File: src/rtl/cnt_pkg.sv
// Shared constants and types for the cnt8 leaf counter and the blocks that instantiate it.
package cnt_pkg;

  localparam int unsigned CNT_WIDTH = 4;

  typedef logic [CNT_WIDTH-1:0] cnt_t;

endpackage : cnt_pkg

File: src/rtl/cnt8.sv
// Free-running up-counter with synchronous clear and parallel load; wraps modulo 2^WIDTH.
module cnt8
  import cnt_pkg::*;
#(
  parameter int unsigned WIDTH = CNT_WIDTH
) (
  input  logic             clk,
  input  logic             reset,
  input  logic             pl,
  input  logic [WIDTH-1:0] in,
  output logic [WIDTH-1:0] out
);

  // Priority: clear, then load, then increment (natural wrap, no carry-out).
  always_ff @(posedge clk) begin
    if (reset) begin
      out <= '0;
    end else if (pl) begin
      out <= in;
    end else begin
      out <= out + WIDTH'(1);
    end
  end

endmodule : cnt8

File: config.mk
export PLATFORM = sky130hd
export DESIGN_NAME = cnt8
export DESIGN_NICKNAME = d
export VERILOG_FILES = /design/src/rtl/cnt_pkg.sv /design/src/rtl/cnt8.sv
export SDC_FILE = /design/constraint.sdc
export NUM_CORES = 1
export LEC_CHECK = 0
export CAP_MARGIN = 20
export CORE_AREA = 2 2 39 41
export DETAILED_ROUTE_END_ITERATION = 6
export DIE_AREA = 0 0 41 43
export PLACE_DENSITY = 0.39
export SLEW_MARGIN = 0
export SYNTH_ARGS = -nofsm -noshare
export SYNTH_HDL_FRONTEND = slang
export SYNTH_SLANG_ARGS = --single-unit
File: constraint.sdc
create_clock -name clk -period 1.41 [get_ports clk]
set_input_delay 0.3525 -clock clk [delete_from_list [all_inputs] [get_ports clk]]
set_output_delay 0.3525 -clock clk [all_outputs]
set_load 0.005 [all_outputs]
==> results.sh <==
export IMPL_drtIter0Drc=1
export IMPL_start_kind="register"
export IMPL_hpwl_um=387.7
export IMPL_worstReg2RegStart="out[0]$_SDFF_PP0_"
export IMPL_reg2reg_depth=3
export IMPL_path_cells="dlygate4sd2_1"
export IMPL_hold_end="out[0]$_SDFF_PP0_"
export IMPL_grt_first_pass_wirelength_um=765
export IMPL_outcome="completed"
export IMPL_synth_top_flop_cell="dfxtp_1"
export IMPL_first_pass_iters=2
export IMPL_maxCapViolCount=0
export IMPL_clockPowerShare_pct=43.3
export IMPL_clock_sinks=4
export IMPL_p_int_uw=257.9
export IMPL_fin_crit_ns=1.193
export IMPL_diodes=0
export IMPL_clockRootBuffer="clkbuf_4"
export IMPL_power_density_nw_per_um2=992.7
export IMPL_coreArea_um2=1384
export IMPL_crit_arrival_ns=0.84
export IMPL_drc=0
export IMPL_switchingPower_uw=79.91
export IMPL_setup_viol=0
export IMPL_min_from="out[0]$_SDFF_PP0_"
export IMPL_synthTopCellsByArea="dfxtp_1 (42%), nor2b_1 (13%), a2111oi_2 (7.9%)"
export IMPL_path_max_fanout=5
export IMPL_reg_top3="out: 4 flops"
export IMPL_ant_nets=0
export IMPL_vias=188
export IMPL_fin_area_um2=340.3
export IMPL_avgSynthCellArea_um2=10.50
export IMPL_ios=11
export IMPL_syn_nets=26
export IMPL_final_setup_tns_ns=0
export IMPL_yosysTopAreaCell="dfxtp_1"
export IMPL_viasPerCell=3.917
export IMPL_largest_register_ffs=4
export IMPL_async_flop_share_pct=0
export IMPL_seqPwrFrac_pct=39.4
export IMPL_ys_ff_latch=4
export IMPL_grt_max_degree=6
export IMPL_fmax_ghz=0.8384
export IMPL_rrSetupSlack_ns=0.43
export IMPL_finalCritPeriodShare_pct=84.59
export IMPL_postSynthCellCount=18
export IMPL_worstSetupPathType="register to output port"
export IMPL_synth_edf_count=0
export IMPL_critical_path_slowest_cell="dfxtp_4"
export IMPL_synth_top_cell_area_share_pct=42.38
export IMPL_crit_path_start="out[0]$_SDFF_PP0_"
export IMPL_crit_family="flip-flops"
export IMPL_nFillCells=163
export IMPL_h_tree_depth=1
export IMPL_grt_usage_pct=7.214
export IMPL_post_drt_wl_per_cell_um=10.33
export IMPL_antenna_found_initial=0
export IMPL_clkTransAtPathRegs_ns=0.04
export IMPL_place_gp_congestion=0.6290
export IMPL_port_buffers=10
export IMPL_hold_depth=1
export IMPL_routed_wl_um=496
export IMPL_ys_types=11
export IMPL_die_area_um2=1763
export IMPL_worstReg2RegEnd="out[2]$_SDFF_PP0_"
export IMPL_cts_tree="built"
export IMPL_top_register="out"
export IMPL_grt_overflow_total=0
export IMPL_timing_slew_headroom_pct=81.12
export IMPL_max_stage_delay_ns=0.35
export IMPL_finalMaxSlewViolations=0
export IMPL_layout_nets=42
export IMPL_area_growth_pct=80.13
export IMPL_initial_core_util_pct=13.65
export IMPL_die_height_um=43
export IMPL_yosysSeqAreaShare_pct=42.38
export IMPL_die_width_um=41
export IMPL_finalHoldViolCount=0
export IMPL_yosys_warnings=0
export IMPL_cts_made_buffers=3
export IMPL_worst_path_buf_inv=1
export IMPL_swShare_pct=23.65
export IMPL_skew_ns=0.006198
export IMPL_placementRows=14
export IMPL_post_cts_buffers=0
export IMPL_p_leak_uw=0.0001467
export IMPL_clock_latency_ns=0.24
export IMPL_grt_pass1_vias=190
export IMPL_clockBufferDepth=2
export IMPL_ir_drop_uv=339.8
export IMPL_hold_path_class="register to register"
export IMPL_drive_above_1_share_pct=25.00
export IMPL_dpl_cell_area_um2=316.6
export IMPL_syn_cell_area_um2=188.9
export IMPL_critPathRequiredTime_ns=1.06
export IMPL_max_slew_worst_pin_slew_ns=0.2813
export IMPL_cp_end_kind="output port"
export IMPL_rsz0062_at_grt="no"
export IMPL_power_share_combinational_pct=17.3
export IMPL_synth_commonest_cells="dfxtp_1 (4), nor2b_1 (4), a211oi_1 (2)"
placed cells by master, fill, tap and decap left out:
cell and n:
a2111oi_2 1, a211oi_1 2, a311oi_1 1, and3_1 1, buf_4 1, clkbuf_4 3
clkdlybuf4s50_1 6, dfxtp_1 1, dfxtp_2 2, dfxtp_4 1, dlygate4sd2_1 4, ha_1 1
inv_1 1, mux2i_1 1, nor2_1 1, nor2b_1 4, xnor2_1 1
final cells by class:
cell class	instances	area (um2)	share of cell area (%)
timing repair buffer	11	102.6	30.15
multi-input combinational	13	105.1	30.88
inverter	1	3.754	1.103
clock buffer	3	22.52	6.618
tap	16	20.02	5.882
sequential	4	86.33	25.37
stage by stage:
step	total power (uW)	instances	hold slack [ns]	util, %	setup slack [ns]
floorplan	154.8	18	0.4214	-	0.4798
global placement	200.3	45	0.5426	22.88	-0.009839
detailed placement	200.0	45	0.5610	22.88	0.005440
CTS	346.7	48	0.4850	24.59	0.2094
global route	358.1	48	0.5009	24.59	0.1710
finish	337.9	48	0.4793	24.59	0.2173
per-layer routing:
layer / vias to the layer above / track usage [%] / wire, um
li1: 95 / - / -
met1: 80 / 7.987 / 231
met2: 11 / 9.063 / 192
met3: 2 / 3.141 / 67
met4: 0 / 8.000 / 4
met5: - / 0 / 0
logic make-up after synthesis:
family | Yosys count | synth area share, %
AO/OA/AOI/OAI | 4 | 20.53
XOR/XNOR | 1 | 4.637
adder cells (fa/ha/maj) | 1 | 6.621
buffers and inverters | 1 | 1.985
flip-flops | 4 | 42.39
multiplexers | 1 | 5.298
AND/OR/NAND/NOR | 6 | 18.54
power by group through the flow:
| stage | Clock (uW) | Sequential [uW] | Combinational, uW |
|---|---|---|---|
| global route | 158 | 135 | 65.4 |
| floorplan | 0 | 134 | 21.3 |
| global placement | 0 | 135 | 65.6 |
| detailed placement | 0 | 135 | 65.3 |
| CTS | 154 | 133 | 59.8 |
| finish | 146 | 133 | 58.4 |
worst max-delay path by stage:
stage / to / slack (ns) / cells after the start
2_1_floorplan: out[2]$_SDFF_PP0_ / 0.48 / 3
3_3_place_gp: out[3]$_SDFF_PP0_ / -0.01 / 3
3_5_place_dp: out[2]$_SDFF_PP0_ / 0.005 / 4
4_1_cts: out[0] / 0.21 / 1
5_1_grt: out[0]$_SDFF_PP0_ / 0.17 / 4
6_report: out[0] / 0.22 / 1
what timing repair did:
action                                  CTS  global route
gates resized for setup                   8             0
hold buffers                              0             0
endpoints found under the setup margin    4             0
Note: power is estimated with default switching activity, not from simulation.
